[config.mk]
export PLATFORM = sky130hd
export DESIGN_NAME = pcie_flr_responder
export DESIGN_NICKNAME = d
export VERILOG_FILES = /design/src/rtl/pcie_ss_axis_pkg.sv /design/src/rtl/pcie_flr_req_fifo.sv /design/src/rtl/pcie_flr_responder.sv
export SDC_FILE = /design/constraint.sdc
export NUM_CORES = 1
export LEC_CHECK = 0
export CAP_MARGIN = 20
export CORE_MARGIN = 10
export CORE_UTILIZATION = 30
export CTS_CLUSTER_SIZE = 12
export DETAILED_ROUTE_END_ITERATION = 8
export PLACE_DENSITY = 0.47
export RECOVER_POWER = 25
export SETUP_SLACK_MARGIN = 0.2
export SLEW_MARGIN = 30
export SYNTH_ARGS = -nofsm -noshare
export SYNTH_HDL_FRONTEND = slang
export SYNTH_SLANG_ARGS = --single-unit
export TNS_END_PERCENT = 10
[constraint.sdc]
create_clock -name avl_clk -period 3.4 [get_ports avl_clk]
set_clock_uncertainty 0.15 [all_clocks]
set_input_delay 0.85 -clock avl_clk [delete_from_list [all_inputs] [get_ports avl_clk]]
set_output_delay 0.85 -clock avl_clk [all_outputs]
set_load 0.005 [all_outputs]
[src/rtl/pcie_ss_axis_pkg.sv]
// Shared types for the PCIe subsystem FLR request/response channel.
//   t_flr_tdata      payload of one FLR message (function id + reserved bit)
//   t_axis_pcie_flr  AXI-S style beat: tvalid + tdata
//   t_flr_req        the part of a request that is queued and echoed back
//   e_flr_rsp_state  FSM states of the FLR responder
//   flr_func_in_range  true when a request addresses an existing function
package pcie_ss_axis_pkg;

  localparam int FLR_PF_W = 3;
  localparam int FLR_VF_W = 11;

  typedef struct packed {
    logic                rsvd;
    logic                vf_active;
    logic [FLR_VF_W-1:0] vf;
    logic [FLR_PF_W-1:0] pf;
  } t_flr_tdata;

  typedef struct packed {
    logic       tvalid;
    t_flr_tdata tdata;
  } t_axis_pcie_flr;

  typedef struct packed {
    logic                vf_active;
    logic [FLR_VF_W-1:0] vf;
    logic [FLR_PF_W-1:0] pf;
  } t_flr_req;

  localparam int FLR_REQ_W = $bits(t_flr_req);

  typedef enum logic [1:0] {
    FLR_IDLE   = 2'd0,
    FLR_ASSERT = 2'd1,
    FLR_DRAIN  = 2'd2,
    FLR_RESP   = 2'd3
  } e_flr_rsp_state;

  function automatic logic flr_func_in_range(input t_flr_req req,
                                             input int       num_pf,
                                             input int       num_vf);
    logic pf_ok;
    logic vf_ok;
    pf_ok = int'(req.pf) < num_pf;
    vf_ok = !req.vf_active || (int'(req.vf) < num_vf);
    return pf_ok && vf_ok;
  endfunction

endpackage

[src/rtl/pcie_flr_req_fifo.sv]
// Show-ahead synchronous FIFO holding pending FLR requests.
//   avl_clk  clock
//   rst_n    synchronous active-low reset (pointers only; storage is not reset)
//   wdata    entry to write
//   wreq     write request; taken when not full, or when full and a read
//            happens in the same cycle
//   rdack    read acknowledge; pops the head shown on rdata
//   rdata    current head entry (valid while empty=0)
//   empty    no entries
//   full     2**DEPTH_LOG2 entries stored
module pcie_flr_req_fifo #(
  parameter int WIDTH      = 15,
  parameter int DEPTH_LOG2 = 3
) (
  input  logic             avl_clk,
  input  logic             rst_n,
  input  logic [WIDTH-1:0] wdata,
  input  logic             wreq,
  input  logic             rdack,
  output logic [WIDTH-1:0] rdata,
  output logic             empty,
  output logic             full
);

  localparam int DEPTH = 2 ** DEPTH_LOG2;

  logic [WIDTH-1:0]    mem [DEPTH];
  // One extra pointer bit distinguishes full from empty when the indices match.
  logic [DEPTH_LOG2:0] wr_ptr;
  logic [DEPTH_LOG2:0] rd_ptr;
  logic                do_wr;
  logic                do_rd;

  assign empty = (wr_ptr == rd_ptr);
  assign full  = (wr_ptr[DEPTH_LOG2] != rd_ptr[DEPTH_LOG2]) &&
                 (wr_ptr[DEPTH_LOG2-1:0] == rd_ptr[DEPTH_LOG2-1:0]);

  assign do_rd = rdack && !empty;
  // A pop in the same cycle frees the slot the write lands in.
  assign do_wr = wreq && (!full || do_rd);

  assign rdata = mem[rd_ptr[DEPTH_LOG2-1:0]];

  always_ff @(posedge avl_clk) begin
    if (do_wr) begin
      mem[wr_ptr[DEPTH_LOG2-1:0]] <= wdata;
    end
  end

  always_ff @(posedge avl_clk) begin
    if (!rst_n) begin
      wr_ptr <= '0;
      rd_ptr <= '0;
    end else begin
      if (do_wr) begin
        wr_ptr <= wr_ptr + 1'b1;
      end
      if (do_rd) begin
        rd_ptr <= rd_ptr + 1'b1;
      end
    end
  end

endmodule

[src/rtl/pcie_flr_responder.sv]
// FIM-side endpoint of the FLR request/response channel.
// Queues incoming PF/VF FLR requests, resets the target function, waits for it
// to go idle (or times out) and returns one completion echoing pf/vf/vf_active.
//   avl_clk       clock
//   rst_n         synchronous active-low reset
//   flr_req_if    FLR request beat, taken whenever tvalid=1 (no backpressure)
//   flr_rsp_if    FLR completion beat, tvalid is a one-cycle pulse
//   pf_flr_rst_n  per-PF function reset, active-low
//   vf_flr_rst    VF reset active, qualifies vf_flr_pf / vf_flr_vf
//   vf_flr_pf     PF owning the VF under reset
//   vf_flr_vf     VF under reset
//   func_idle     target function has no outstanding traffic (used in DRAIN)
//   busy          FSM active or requests pending
//   err_overflow  sticky: a request was dropped because the queue was full
//   err_timeout   sticky: drain wait expired before func_idle
//   err_bad_func  sticky: request addressed a non-existent PF/VF
module pcie_flr_responder
  import pcie_ss_axis_pkg::*;
#(
  parameter int NUM_PF          = 1,
  parameter int NUM_VF          = 1,
  parameter int FIFO_DEPTH_LOG2 = 3,
  parameter int HOLD_CYCLES     = 16,
  parameter int TIMEOUT_CYCLES  = 4096
) (
  input  logic                avl_clk,
  input  logic                rst_n,
  input  t_axis_pcie_flr      flr_req_if,
  output t_axis_pcie_flr      flr_rsp_if,
  output logic [NUM_PF-1:0]   pf_flr_rst_n,
  output logic                vf_flr_rst,
  output logic [FLR_PF_W-1:0] vf_flr_pf,
  output logic [FLR_VF_W-1:0] vf_flr_vf,
  input  logic                func_idle,
  output logic                busy,
  output logic                err_overflow,
  output logic                err_timeout,
  output logic                err_bad_func
);

  localparam int HOLD_W = $clog2(HOLD_CYCLES + 1);
  localparam int TMO_W  = $clog2(TIMEOUT_CYCLES + 1);
  localparam logic [HOLD_W-1:0] HOLD_LAST = HOLD_W'(HOLD_CYCLES - 1);
  localparam logic [TMO_W-1:0]  TMO_LAST  = TMO_W'(TIMEOUT_CYCLES - 1);

  e_flr_rsp_state    state;
  t_flr_req          req_in;
  t_flr_req          fifo_head;
  t_flr_req          cur_req;
  logic              fifo_empty;
  logic              fifo_full;
  logic              fifo_pop;
  logic [HOLD_W-1:0] hold_cnt;
  logic [TMO_W-1:0]  tmo_cnt;
  logic [NUM_PF-1:0] pf_sel;
  logic              unused_rsvd;

  assign req_in      = {flr_req_if.tdata.vf_active, flr_req_if.tdata.vf, flr_req_if.tdata.pf};
  assign unused_rsvd = flr_req_if.tdata.rsvd;

  // Pop only from IDLE, so one request is serviced at a time and the cycle
  // after RESP is the earliest the next head can be taken.
  assign fifo_pop = (state == FLR_IDLE) && !fifo_empty;

  pcie_flr_req_fifo #(
    .WIDTH      (FLR_REQ_W),
    .DEPTH_LOG2 (FIFO_DEPTH_LOG2)
  ) u_req_fifo (
    .avl_clk (avl_clk),
    .rst_n   (rst_n),
    .wdata   (req_in),
    .wreq    (flr_req_if.tvalid),
    .rdack   (fifo_pop),
    .rdata   (fifo_head),
    .empty   (fifo_empty),
    .full    (fifo_full)
  );

  // One-hot select of the PF under reset. Built by comparison rather than by
  // indexing so an out-of-range pf can never address a non-existent bit.
  always_comb begin
    pf_sel = '0;
    for (int i = 0; i < NUM_PF; i++) begin
      pf_sel[i] = (int'(cur_req.pf) == i);
    end
  end

  // Outputs are registered from the current state, so the function reset
  // appears one cycle after ASSERT is entered and is released on the same
  // edge that raises the completion pulse.
  always_ff @(posedge avl_clk) begin
    if (!rst_n) begin
      state         <= FLR_IDLE;
      hold_cnt      <= '0;
      tmo_cnt       <= '0;
      flr_rsp_if    <= '0;
      pf_flr_rst_n  <= '1;
      vf_flr_rst    <= 1'b0;
      vf_flr_pf     <= '0;
      vf_flr_vf     <= '0;
      busy          <= 1'b0;
      err_overflow  <= 1'b0;
      err_timeout   <= 1'b0;
      err_bad_func  <= 1'b0;
    end else begin
      flr_rsp_if.tvalid <= 1'b0;
      busy              <= (state != FLR_IDLE) || !fifo_empty;

      if (flr_req_if.tvalid && fifo_full && !fifo_pop) begin
        err_overflow <= 1'b1;
      end

      case (state)
        FLR_IDLE: begin
          if (!fifo_empty) begin
            cur_req <= fifo_head;
            if (flr_func_in_range(fifo_head, NUM_PF, NUM_VF)) begin
              state    <= FLR_ASSERT;
              hold_cnt <= '0;
            end else begin
              // Nothing to reset; acknowledge so the requester is not stranded.
              state        <= FLR_RESP;
              err_bad_func <= 1'b1;
            end
          end
        end

        FLR_ASSERT, FLR_DRAIN: begin
          if (cur_req.vf_active) begin
            vf_flr_rst <= 1'b1;
            vf_flr_pf  <= cur_req.pf;
            vf_flr_vf  <= cur_req.vf;
          end else begin
            pf_flr_rst_n <= ~pf_sel;
          end

          if (state == FLR_ASSERT) begin
            if (hold_cnt == HOLD_LAST) begin
              state   <= FLR_DRAIN;
              tmo_cnt <= '0;
            end else begin
              hold_cnt <= hold_cnt + 1'b1;
            end
          end else begin
            // func_idle is checked first so it wins a tie with the timeout.
            if (func_idle) begin
              state <= FLR_RESP;
            end else if (tmo_cnt == TMO_LAST) begin
              state       <= FLR_RESP;
              err_timeout <= 1'b1;
            end else begin
              tmo_cnt <= tmo_cnt + 1'b1;
            end
          end
        end

        FLR_RESP: begin
          pf_flr_rst_n                <= '1;
          vf_flr_rst                  <= 1'b0;
          vf_flr_pf                   <= '0;
          vf_flr_vf                   <= '0;
          flr_rsp_if.tvalid           <= 1'b1;
          flr_rsp_if.tdata            <= '0;
          flr_rsp_if.tdata.pf         <= cur_req.pf;
          flr_rsp_if.tdata.vf         <= cur_req.vf;
          flr_rsp_if.tdata.vf_active  <= cur_req.vf_active;
          state                       <= FLR_IDLE;
        end
      endcase
    end
  end

endmodule

Yosys cells after proc, flatten, opt, wreduce, memory -nomap -nowiden. Memory sizes are Yosys's and may differ from the RTL's. A register that Yosys moved wholly into a read port is not among the register bits. Index checks and enable logic that the tools add are counted.

Register bits: 79. RAM bits: 120. Bits of input ports: 20. Output and inout bits: 37. Logic and storage cells: 108. Memories kept: 1.

Memory list: u_req_fifo.mem (words 8, bits a word 15, rd ports 1, clocked after Yosys merged registers in 1, write ports 1, RTL line pcie_flr_req_fifo.sv:27) `logic [WIDTH-1:0] mem [DEPTH];`.

$add $sub $neg: 4. Magnitude comparators: 2. Eq/ne operators: 19. Muxes and demuxes: 29. Bitwise logic cells: 5. Reductions and logical operators: 28.

Operators with widths (number): two-way mux 13 bit (4); one-hot mux 11 bit (2 select lines) (1); two-way mux 5 bit (4); two-way mux 17 bit (1); adder 13 x 1 -> 13 bit, second input constant (1); == test 13 x 12 -> 1 bit, second input constant (1); two-way mux 2 bit (6); inequality test 2 bit, second input constant (6); < comparator 11 x 1 -> 1 bit, second input constant (1); two-way mux 11 bit (1); one-hot mux 5 bit (2 select lines) (1); two-way mux 3 bit (3); AND reduction 3 bit (3); adder 4 x 1 -> 4 bit, second input constant (2); AND reduction 4 bit (2); logical AND 1 bit (7); inequality test 2 x 1 -> 1 bit, second input constant (3); one-hot mux 2 bit (3 select lines) (1); one-hot mux 3 bit (2 select lines) (1); nonzero test 2 bit (3); adder 5 x 1 -> 5 bit, second input constant (1); == test 5 x 4 -> 1 bit, second input constant (1); inverter 1 bit (5); AND reduction 5 bit (1); other kinds (16) (27).

Logic depth before layout (Yosys ltp). Gate-level depths: netlist of the first run.

Depth in word-level cells: 8. Gate-level depth with buffers: 11.

Hierarchy. From an unflattened synthesis of the first run, not the netlist that was laid out.

Cells, all modules: 571. Area total of the unflattened synthesis: 8328.0 um^2.

By module, submodules not included: pcie_flr_req_fifo (times used 1, cells an instance 244, area each 5071.1 um^2, seq. area each 3823.7 um^2); pcie_flr_responder (times used 1, cells an instance 327, area each 3256.9 um^2, seq. area each 1571.5 um^2).

Worst setup path before layout of the first run. No wires, ideal clock.

Kind: reg-to-reg. Start: register u_req_fifo.wr_ptr[0]. End: memory u_req_fifo.mem[0][0] (enable). Arrival time: 2453 ps. Data required time: 2824 ps. Path slack: 372 ps. Cell stages (with the launch flop): 7. Path buffers: 1. Cell sequence: dfxtp_1 clkbuf_1 xnor2_1 nand3_1 or3_1 nand2_1 nor4_1.

Longest elaborated chain between the ends: 8. Elaborated cells between the ends (all ways): 11.

RTL lines: from (decl) (RTL line pcie_flr_req_fifo.sv:29) `logic [DEPTH_LOG2:0] wr_ptr;`; from (signal assigned) (RTL line pcie_flr_req_fifo.sv:56) `wr_ptr <= wr_ptr + 1'b1;`; == test 4 bit (RTL line pcie_flr_req_fifo.sv:34) `assign empty = (wr_ptr == rd_ptr);`; zero test 1 bit (RTL line pcie_flr_req_fifo.sv:38, pcie_flr_responder.sv:63); logical AND 1 bit (RTL line pcie_flr_responder.sv:63) `assign fifo_pop = (state == FLR_IDLE) && !fifo_empty;`; logical AND 1 bit (RTL line pcie_flr_req_fifo.sv:38) `assign do_rd = rdack && !empty;`; logical OR 1 bit (RTL line pcie_flr_req_fifo.sv:40) `assign do_wr = wreq && (!full || do_rd);`; logical AND 1 bit (RTL line pcie_flr_req_fifo.sv:40); two-way mux 1 bit (RTL line pcie_flr_req_fifo.sv:45) `if (do_wr) begin`; two-way mux 1 bit (not written as such) (RTL line pcie_flr_req_fifo.sv:46) `mem[wr_ptr[DEPTH_LOG2-1:0]] <= wdata;`; to (decl) (RTL line pcie_flr_req_fifo.sv:27).

Parallel ways exist; a longest one is shown, timed or not.

==> results.toml, run 1 <==
[critical_path]
r2r_slack_ns = 0.58
critPathArrivalTime_ns = 3.10
critPathRequiredTime_ns = 3.68
worst-r2r-cell-count = 7
endpoint_kind = "register"
crit_path_start_kind = "register"
crit_type = "reg2reg"
rr_endpoint = "hold_cnt[1]"
cp_max_fo = 50

[synth]
postSynthAreaPerCell_um2 = 13.9
synth_top_area_share_pct = 49.9
syn_area_mm2 = 0.00812
ys_types = 50
synthArstFlopShare_pct = 0
synth_seq_cells = 202
syn_nets = 615
yosysSeqAreaShare_pct = 66.4
ys_warn_count = 0
synth_top_cells_by_area = "edfxtp_1, dfxtp_1, mux2i_1, mux4_2, nor2_1"
yosysTopAreaCell = "edfxtp_1"
syn_inst = 586
synthFlopType = "edfxtp_1"
synth-edff-count = 135

[global_routing]
grt_antenna_before_repair = 3
grt_usage_pct = 10.2
globalRouteOverflowTotal = 0
grt_pass1_vias = 4989
grt_max_degree = 51
grt_pass1_wl_um = 27400

[clock_network]
cts_hold_buf = 0
clkLatencyLatePin_ns = 0.51
numCtsBuffers = 24
cts_sinks = 202
clock_path_buffers = 3
cts_tree = "yes"
cts.htree.levels = 1
post-cts-setup-buffers = 0
root_buffer = "clkbuf_16"
clk_pin_slew_worst_paths_ns = 0.06
cts-resized-gates = 0

[min_path]
hp-class = "reg2reg"
min_from = "err_overflow"
min_path_cells = 2
holdPathEnd = "err_overflow"

[finish]
num-fill-cells = 2525
syn_to_final_growth_pct = 21.2
final_area_mm2 = 0.00984
fin_cells = 1013
drive_above_1_share_pct = 12.2
nNetsFinal = 682

[die]
rows = 60
floorplan.initialDensity_pct = 30.3
die_h_um = 185
core_area_mm2 = 0.0268
io_pins = 57
die_w_um = 185
die_area_mm2 = 0.0341

[detailed_routing]
drtAntennaViolNets = 0
drt_pass1_iterations = 5
wl_per_cell_um = 17.0
totalWireLength_um = 17300
via_per_inst = 4.69
drc_errors = 0
drtIter0Drc = 258
vias = 4749

[pwr]
switchingPower_mw = 1.98
p_comb_share_pct = 23.4
p_clk_share_pct = 34.0
peakVddDrop_mv = 0.342
p_int_mw = 5.04
power_density_mw_per_mm2 = 713
cellLeakagePower_nw = 3.31
switching_share_pct = 28.2
pwr-share-seq_pct = 42.6

[timing]
fin_tns_setup_ns = 0
slew_headroom_pct = 44.0
slew_violations = 0
final-setup-viol-count = 0
hold_viol = 0
max_freq_ghz = 0.355
grt_setup_unrepaired = "false"
tightest_slew_ns = 0.839
fin_crit_sh_pct = 82.9
period_minus_slack_ns = 2.82

[placed_design]
hpwl_um = 11100
place_congestion = 0.711
portBuffers = 54
post_dp_cell_area_mm2 = 0.00909
dp.cells = 968

[outcome]
outcome = "finished, final reports clean"

[run]
maxCapViolations = 0
==> synth_stat cells (10+ instances only) <==
master      n
edfxtp_1  135
nor2_1     82
dfxtp_1    67
mux2i_1    58
nand2_1    26
a21oi_1    24
mux4_2     18
clkbuf_1   17
inv_1      17
a22oi_1    14
nor3_1     10
xnor2_1    10
==> power groups by stage <==
stage	Clock (mW)	Combinational [mW]	Sequential, mW
detailed placement	0	1.67	3.05
finish	2.38	1.64	2.99
global placement	0	1.64	3.04
CTS	2.47	1.68	3.00
global route	2.57	1.84	3.02
floorplan	0	1.20	3.01
==> worst max-delay path by stage <==
stage / cells past startpoint / from / end / slack, ns
CTS: 7 / register / hold_cnt[1] / 0.53
floorplan: 6 / u_req_fifo.wr_ptr[0] / u_req_fifo.mem[0][0] / 0.37
finish: 7 / register / hold_cnt[1] / 0.58
detailed placement: 7 / register / hold_cnt[1] / 0.54
global route: 7 / register / hold_cnt[0] / 0.35
global placement: 6 / register / hold_cnt[2] / 0.61
==> kinds of logic (layout without fill, tap and decap cells) <==
group                      Yosys count  in the layout  share of synthesized area (%)
AOI/OAI and AO/OA                   58             58                           4.73
xor gates and xnor gates            19             19                           2.05
muxes                               83             83                           13.1
DFF                                202            202                           66.4
buffers and inverters               50            134                           3.11
and+or+nand+nor                    164            164                           9.15
adders and majority gates            9              9                           1.39
other                                1              3                         0.0462
==> per-stage QoR <==
stage | util [%] | hold slack, ns | power (mW) | setup WS (ns)
floorplan | - | 0.285 | 4.21 | 0.372
global placement | 33.9 | 0.297 | 4.67 | 0.606
detailed placement | 33.9 | 0.304 | 4.72 | 0.543
CTS | 36.7 | 0.320 | 7.15 | 0.526
global route | 36.7 | 0.342 | 7.43 | 0.352
finish | 36.7 | 0.319 | 7.02 | 0.582
==> sequential cells by signal (all words and copies together) (netlist names), 2 cells and up, named ones only <==
signal	cells
state	2
tmo_cnt	13
u_req_fifo.wr_ptr	4
cur_req	15
u_req_fifo.rd_ptr	4
u_req_fifo.mem	120
flr_rsp_if	16
vf_flr_pf	3
vf_flr_vf	11
hold_cnt	5
==> per-layer routing <==
metal,track usage [%],vias up,wire length (µm),part of all wire (%)
met1,12.5,2334,7690,45
met3,2.48,24,998,5.8
met4,2.65,2,269,1.6
met2,17.4,94,8300,48
met5,0,-,9,0.052
li1,-,2295,-,-
==> critical path: stages (launching register included) <==
cell     delay (ns)
dfxtp_2        0.34
buf_12         0.31
mux4_2         0.55
mux2_2         0.32
nor4_1         0.26
a311o_1        0.24
and3_1         0.33
mux2i_1        0.22
==> placed cells by master (no fill, tap or decap), types with 3 or more instances in the layout <==
cell type,count
xor2_1,9
inv_1,17
or3_1,4
nor3_2,5
edfxtp_1,135
mux2_1,4
and2_1,6
clkinv_2,4
nor3_1,5
dlygate4sd3_1,13
mux2_2,3
nand4_1,8
and3_1,4
nand3_1,7
mux4_2,18
mux2i_1,58
buf_4,18
nor2_1,82
nand2_1,26
clkbuf_1,6
xnor2_1,10
a22oi_1,14
o22ai_1,4
clkbuf_16,24
dfxtp_1,66
nor2b_1,3
nand2b_1,5
clkdlybuf4s50_1,41
clkinv_1,5
a21oi_1,24
nor4_1,4
ha_1,9
==> layout make-up <==
class                   count  area, µm²  share of cell area, %
diodes                      2       5.00                 0.0508
clock buffers              30        623                   6.33
clock inverters            13        123                   1.25
inverters                  18       67.6                  0.686
multi-input cells         334       2510                   25.5
flip-flops and latches    202       5400                   54.8
well taps                 341        427                   4.33
repair buffers             73        696                   7.07
Power figures use the tool's default switching activity.
==> run 2: changes to the inputs <==
==> constraint.sdc (replaced) <==
create_clock -name avl_clk -period 2.8 [get_ports avl_clk]
set_clock_uncertainty 0.15 [all_clocks]
set_input_delay 0.7 -clock avl_clk [delete_from_list [all_inputs] [get_ports avl_clk]]
set_output_delay 0.7 -clock avl_clk [all_outputs]
set_load 0.005 [all_outputs]
==> results.toml, run 2 (synthesis results as in run 1) <==
[outcome]
outcome = "finished, final reports clean"

[critical_path]
worst-r2r-cell-count = 9
crit_slowest_cell = "mux4_2"
r2r_slack_ns = 0.24
cp_max_fo = 10
rr_endpoint = "hold_cnt[2]"
crit_type = "reg2reg"
path_cells = "buf_12 -> clkbuf_16 -> mux2i_1 -> mux4_2 -> nand4_1 -> nor2_1 -> a311o_1 -> and3_4 -> a32o_1"
critPathArrivalTime_ns = 2.81
crit_path_start_kind = "register"
cpPeakStageDelay_ns = 0.53
endpoint_kind = "register"
critPathRequiredTime_ns = 3.05

[min_path]
holdPathEnd = "hold_cnt[4]"
min_path_cells = 2
min_from = "hold_cnt[4]"
hp-class = "reg2reg"

[placed_design]
post_dp_cell_area_mm2 = 0.00923
pre_cts_ws_ns = 0.143
hpwl_um = 11100
place_congestion = 0.730
portBuffers = 54
dp.cells = 970

[die]
core_area_mm2 = 0.0268
die_area_mm2 = 0.0341
die_w_um = 185
floorplan.initialDensity_pct = 30.3
io_pins = 57
die_h_um = 185
rows = 60

[finish]
drive_above_1_share_pct = 15.0
fin_cells = 1020
final_area_mm2 = 0.0102
nNetsFinal = 691
final_cell_mix = "edfxtp_1, nor2_1, dfxtp_1, mux2i_1, clkdlybuf4s50_1"
num-fill-cells = 2480
syn_to_final_growth_pct = 25.5
largest_reg_flops = 120
final_common_cell = "edfxtp_1"

[global_routing]
grt_pass1_wl_um = 27600
grt_antenna_before_repair = 2
grt_max_degree = 34
grt_usage_pct = 10.3
globalRouteOverflowTotal = 0
grt_pass1_vias = 5070

[detailed_routing]
drt_pass1_iterations = 5
totalWireLength_um = 17700
via_per_inst = 4.72
drtIter0Drc = 240
drtAntennaViolNets = 0
vias = 4812
drc_errors = 0
wl_per_cell_um = 17.4

[timing]
holdWs_ns = 0.320
slew_headroom_pct = 58.8
final-setup-viol-count = 0
grt_setup_unrepaired = "true"
timing.final.ws_setup_ns = 0.241
max_freq_ghz = 0.391
fin_crit_sh_pct = 91.4
period_minus_slack_ns = 2.56
slew_violations = 0
hold_viol = 0
tightest_slew_ns = 0.618

[clock_network]
cts_hold_buf = 0
root_buffer = "clkbuf_16"
clkLatencyLatePin_ns = 0.51
cts_tree = "yes"
clock_path_buffers = 3
cts.htree.levels = 1
numCtsBuffers = 24
cts_sinks = 202
clk_pin_slew_worst_paths_ns = 0.06

[pwr]
peakVddDrop_mv = 0.469
cellLeakagePower_nw = 3.43
power_density_mw_per_mm2 = 865

[run]
maxCapViolations = 0
run 2: cell types whose count changed in the layout (fill, tap and decap cells not counted), moves of 2 or more:
| cell | change |
|---|---|
| clkbuf_8 | +5 |
| clkbuf_16 | +3 |
| buf_4 | -7 |
| nor2_1 | -5 |
| a221oi_2 | -2 |
| mux2_4 | +2 |
| a221oi_4 | +2 |
| clkinv_2 | -2 |
| clkinv_1 | -2 |
| mux2_2 | -2 |
| buf_12 | +12 |
| nor2_2 | +5 |
| bufinv_16 | -2 |
run 2: worst max-delay path, delay by kind of cell (launching register included):
kind / cells / cell delay, ns
muxes: 2 / 0.65
AOI/OAI and AO/OA: 2 / 0.51
and+or+nand+nor: 3 / 0.44
DFF: 1 / 0.37
buffers and inverters: 2 / 0.31
run 2: what timing repair did:
action / 4_1_cts / 5_1_grt
setup endpoints to repair: 5 / 6
buffers inserted: 0 / 4
cloned: 1 / 2
gates resized for setup: 9 / 13
hold endpoints to repair: 0 / 0
pin swaps: 1 / 4
run 2: how the worst max path moves through the flow:
stage | to | start
6_report | hold_cnt[2] | register
5_1_grt | state[1] | register
4_1_cts | hold_cnt[2] | register
3_5_place_dp | hold_cnt[1] | register
3_3_place_gp | hold_cnt[2] | register
2_1_floorplan | u_req_fifo.mem[2][0] | u_req_fifo.wr_ptr[0]
run 2: final cells by class:
| cell class | instances | area, µm² | area share [%] |
|---|---|---|---|
| Tap cell | 341 | 427 | 4.19 |
| Clock inverter | 5 | 21.3 | 0.209 |
| Inverter | 18 | 67.6 | 0.663 |
| Timing Repair Buffer | 82 | 976 | 9.57 |
| Clock buffer | 37 | 724 | 7.11 |
| Multi-Input combinational cell | 334 | 2580 | 25.3 |
| Antenna cell | 1 | 2.50 | 0.0245 |
| Sequential cell | 202 | 5400 | 53.0 |
run 2: routing by layer:
layer  global-route usage (%)  share of wire (%)  vias up
met1                     12.5                 45     2383
met4                     2.79                2.2        2
li1                         -                  -     2311
met2                     17.7                 48       88
met3                     2.36                4.6       28
met5                        0              0.073        -
run 2: metrics by stage:
step	power (mW)	setup TNS [ns]	utilization [%]
after floorplan	5.11	-0.633	-
after global placement	5.71	0	34.4
after detailed placement	5.76	0	34.4
after CTS	8.76	0	37.5
after global routing	9.31	0	38.0
final	8.82	0	38.0
run 2: report_power, final:
group,total [mW],leakage [nW],internal [mW],switching [mW]
clock network,2.88,0.368,1.76,1.12
logic,2.29,1.29,1.12,1.18
registers,3.65,1.77,3.47,0.183
total,8.82,3.43,6.34,2.48
==> run 3: changes to the inputs <==
--- a/config.mk
+++ b/config.mk
@@ -8,12 +8,13 @@
 export CAP_MARGIN = 20
 export CORE_MARGIN = 10
 export CORE_UTILIZATION = 30
+export CTS_CLUSTER_DIAMETER = 40
 export CTS_CLUSTER_SIZE = 12
 export DETAILED_ROUTE_END_ITERATION = 8
 export PLACE_DENSITY = 0.47
 export RECOVER_POWER = 25
 export SETUP_SLACK_MARGIN = 0.2
-export SLEW_MARGIN = 30
+export SLEW_MARGIN = 20
 export SYNTH_ARGS = -nofsm -noshare
 export SYNTH_HDL_FRONTEND = slang
 export SYNTH_SLANG_ARGS = --single-unit
==> results.toml, run 3 (synthesis results as in run 1) <==
[outcome]
outcome = "finished, final reports clean"

[detailed_routing]
drtAntennaViolNets = 0
drt_pass1_iterations = 4
wl_per_cell_um = 17.2
via_per_inst = 4.69
vias = 4896
totalWireLength_um = 17900
drc_errors = 0
drtIter0Drc = 244

[run]
maxCapViolations = 0

[pwr]
cellLeakagePower_nw = 3.69
peakVddDrop_mv = 0.469
power_density_mw_per_mm2 = 971

[timing]
final-setup-viol-count = 0
fin_crit_sh_pct = 91.4
max_freq_ghz = 0.391
hold_viol = 0
holdWs_ns = 0.320
grt_setup_unrepaired = "true"
tightest_slew_ns = 0.973
slew_violations = 0
timing.final.ws_setup_ns = 0.241
period_minus_slack_ns = 2.56
slew_headroom_pct = 34.9

[die]
die_h_um = 185
core_area_mm2 = 0.0268
die_w_um = 185
rows = 60
floorplan.initialDensity_pct = 30.3
io_pins = 57
die_area_mm2 = 0.0341

[placed_design]
hpwl_um = 11100
pre_cts_ws_ns = 0.143
dp.cells = 970
place_congestion = 0.730
portBuffers = 54

[critical_path]
crit_path_start_kind = "register"
critPathArrivalTime_ns = 2.80
cp_max_fo = 10
r2r_slack_ns = 0.24
worst-r2r-cell-count = 9
rr_endpoint = "hold_cnt[2]"
critPathRequiredTime_ns = 3.04
crit_type = "reg2reg"
endpoint_kind = "register"

[clock_network]
cts_hold_buf = 0
cts.htree.levels = 2
clkLatencyLatePin_ns = 0.50
cts_tree = "yes"
cts_sinks = 202
root_buffer = "clkbuf_16"
clk_pin_slew_worst_paths_ns = 0.05
clock_path_buffers = 3
numCtsBuffers = 34

[finish]
final_cell_mix = "edfxtp_1, nor2_1, dfxtp_1, mux2i_1, clkdlybuf4s50_1"
syn_to_final_growth_pct = 31.8
nNetsFinal = 704
final_common_cell = "edfxtp_1"
largest_reg_flops = 120
drive_above_1_share_pct = 18.1
fin_cells = 1043
num-fill-cells = 2442

[global_routing]
globalRouteOverflowTotal = 0
grt_antenna_before_repair = 2
grt_pass1_vias = 5185
grt_usage_pct = 10.5
grt_max_degree = 34
grt_pass1_wl_um = 27900

[min_path]
min_from = "hold_cnt[4]"
min_path_cells = 2
hp-class = "reg2reg"
holdPathEnd = "hold_cnt[4]"
==> run 3: cell types whose count changed in the layout (fill, tap and decap cells not counted), sizes merged <==
cell / change
bufinv: +6
clkinvlp: +2
buf: +3
inv: +4
clkbuf: +4
clkinv: +4
==> run 3: stage by stage <==
stage | utilization (%) | total power, mW | cell area, µm² | setup TNS (ns)
floorplan | - | 5.11 | 8130 | -0.633
global placement | 34.4 | 5.71 | 9230 | 0
detailed placement | 34.4 | 5.76 | 9230 | 0
CTS | 39.4 | 10.3 | 10500 | 0
global route | 39.9 | 10.9 | 10700 | 0
finish | 40.0 | 10.4 | 10700 | 0
==> run 3: cell type report <==
| class | instances | area, µm² | area share (%) |
|---|---|---|---|
| flip-flops and latches | 202 | 5400 | 50.4 |
| multi-input cells | 334 | 2560 | 23.9 |
| repair buffers | 85 | 995 | 9.29 |
| clock buffers | 41 | 950 | 8.87 |
| well taps | 341 | 427 | 3.98 |
| clock inverters | 21 | 312 | 2.91 |
| inverters | 18 | 67.6 | 0.631 |
| diodes | 1 | 2.50 | 0.0234 |
==> run 3: per-layer routing <==
metal  global-route usage, %  vias to the layer above  part of all wire, %
met5                       0                        -                0.073
met4                    3.47                        2                  2.1
met3                    3.07                       39                  5.8
met2                    17.8                      116                   48
met1                    12.4                     2388                   44
li1                        -                     2351                    -
==> run 3: where the power goes <==
part | internal, mW | switching (mW) | total [mW]
sequential | 3.47 | 0.184 | 3.65
combinational | 1.13 | 1.16 | 2.29
clock | 3.01 | 1.45 | 4.46
total | 7.60 | 2.80 | 10.4
==> run 3: timing repair <==
item,4_1_cts,5_1_grt
pin swaps,1,4
endpoints found under the setup margin,5,5
gates resized for setup,8,12
buffers inserted,0,7
cloned,1,2
==> run 3: critical path, cell delays in order (launching register included) <==
cell and delay, ns:
dfxtp_4 0.37, buf_12 0.14, clkbuf_16 0.17, mux2i_1 0.12, mux4_2 0.52, nand4_1 0.18
nor2_1 0.07, a311o_1 0.30, and3_4 0.23, a32o_1 0.21
==> run 3: worst max path at each step <==
stage / endpoint / slack [ns] / start / cells after the start
final: hold_cnt[2] / 0.24 / register / 9
after global routing: hold_cnt[2] / 0.15 / register / 10
after CTS: hold_cnt[2] / 0.21 / register / 8
after detailed placement: hold_cnt[1] / 0.14 / register / 7
after global placement: hold_cnt[2] / 0.17 / register / 8
after floorplan: u_req_fifo.mem[2][0] / -0.04 / u_req_fifo.wr_ptr[0] / 7
==> variant (config.mk and constraints of run 3) <==
Remove the register `busy`: a continuous assignment takes its place, so the output `busy` follows one clock earlier.
--- a/src/rtl/pcie_flr_responder.sv
+++ b/src/rtl/pcie_flr_responder.sv
@@ -100,3 +100,2 @@
       vf_flr_vf     <= '0;
-      busy          <= 1'b0;
       err_overflow  <= 1'b0;
@@ -106,3 +105,2 @@
       flr_rsp_if.tvalid <= 1'b0;
-      busy              <= (state != FLR_IDLE) || !fifo_empty;
 
@@ -172,2 +170,4 @@
 
+  assign busy = (state != FLR_IDLE) || !fifo_empty;
+
 endmodule
Function: changed (a bounded check fails within 4 cycles, from zero or initial values and one cycle with rst_n low).
==> variant against run 3 <==
Worst setup slack worse by 0.085 ns; cell area down 0.14%; die area shrank 0.69%; total power shrank 8.7%; wire length increased by 2.5%; combinational power down 4%; sequential cell count decreased by 1; utilization is 0.73 points higher; global-route usage is 0.070 points higher; synthesized cell count fell by 1.5%; synthesized area shrank 0.77%; critical endpoint unchanged.
==> variant: results <==
group,metric,value,unit
finish,drive_gt1_frac,0.237,
grt,grt_pass1_wl,28.4,mm
grt,use_met2,0.176,
hold_path,hold_end,"err_overflow$_SDFFE_PN0P_",
grt,grt_util_all_layers,0.106,
place,pre_cts_slack,0.0123,ns
synth,synth_fp_nets,606,
finish,nNetsFinal,714,
clock_network,insertion_delay,0.55,ns
route,viasPerCell,4.69,
synth,synthXorXnorAreaFrac,0.0196,
route,wl_met2,8.89,mm
grt,use_met3,0.0249,
route,top_layer,"met4",
synth,ys_top_cells_by_count,"edfxtp_1 (135), nor2_1 (79), dfxtp_1 (66), mux2i_1 (49), a21oi_1 (23)",
finish,nFillCells,2396,
grt,met1_usage,0.133,
setup_path,crit_fanout,5,
setup_path,reg2reg_slack,0.16,ns
sta,timing.fmax,378,MHz
place,placed_area,9230,sq um
synth,synth_fa_ha_area_frac,0.0140,
clock_network,postCtsSetupBuffers,12,
synth,synth_cell_types,57,
grt,grt_pass1_vias,5119,
synth,netlist_top_cells_area,"edfxtp_1 (50%), dfxtp_1 (16%), mux2i_1 (6.1%)",
setup_path,critPathMaxStageDelay,0.48,ns
synth,yosysSeqAreaShare,0.667,
synth,synth_mux_area_frac,0.125,
power_and_ir_drop,vdd_drop_max,471,uV
synth,ys.warnings.count,0,
clock_network,h-tree-depth,1,
run_status,outcome,"complete, no violations",
route,wl,18.4,mm
setup_path,reg2regPathDepth,10,
route,first_pass_iters,5,
power_and_ir_drop,leakagePower,3.65,nW
power_and_ir_drop,switchingPower,2.65,mW
clock_network,ctsResizeCount,36,
power_and_ir_drop,clock_power,3.69,mW
synth,synth_compound_area_frac,0.0590,
place,dpl.hpwl,11.5,mm
clock_network,cts_made_buffers,31,
place,gp_congestion,0.760,
setup_path,crit_family,"compound AO/OA/AOI/OAI gates",
hold_path,hold_path_startpoint,"err_overflow$_SDFFE_PN0P_",
route,wl_met1,7.98,mm
variant: changes by cell type in the layout (fill, tap and decap cells not counted), sizes merged, moves of 5 or more:
cell,change
xor2,-6
a21o,+5
xnor2,+5
clkbuf,-8
buf,+23
mux2i,-9
variant: per-stage QoR:
stage | instances | total power, mW | hold WS (ns) | utilization
after global placement | 968 | 5.51 | 0.300 | 0.351
after global routing | 1045 | 9.99 | 0.358 | 0.407
after CTS | 1038 | 9.52 | 0.325 | 0.399
after detailed placement | 968 | 5.56 | 0.313 | 0.351
final | 1045 | 9.50 | 0.318 | 0.407
after floorplan | 577 | 4.83 | 0.299 | -
variant: final cells by class:
type,instances,area (sq um),share of cell area
Multi-Input combinational cell,329,2640,0.247
Inverter,16,60.1,0.00562
Clock buffer,34,787,0.0736
Sequential cell,201,5400,0.505
Timing Repair Buffer,106,1150,0.108
Clock inverter,23,231,0.0216
Antenna cell,1,2.50,0.000234
Tap cell,335,419,0.0392
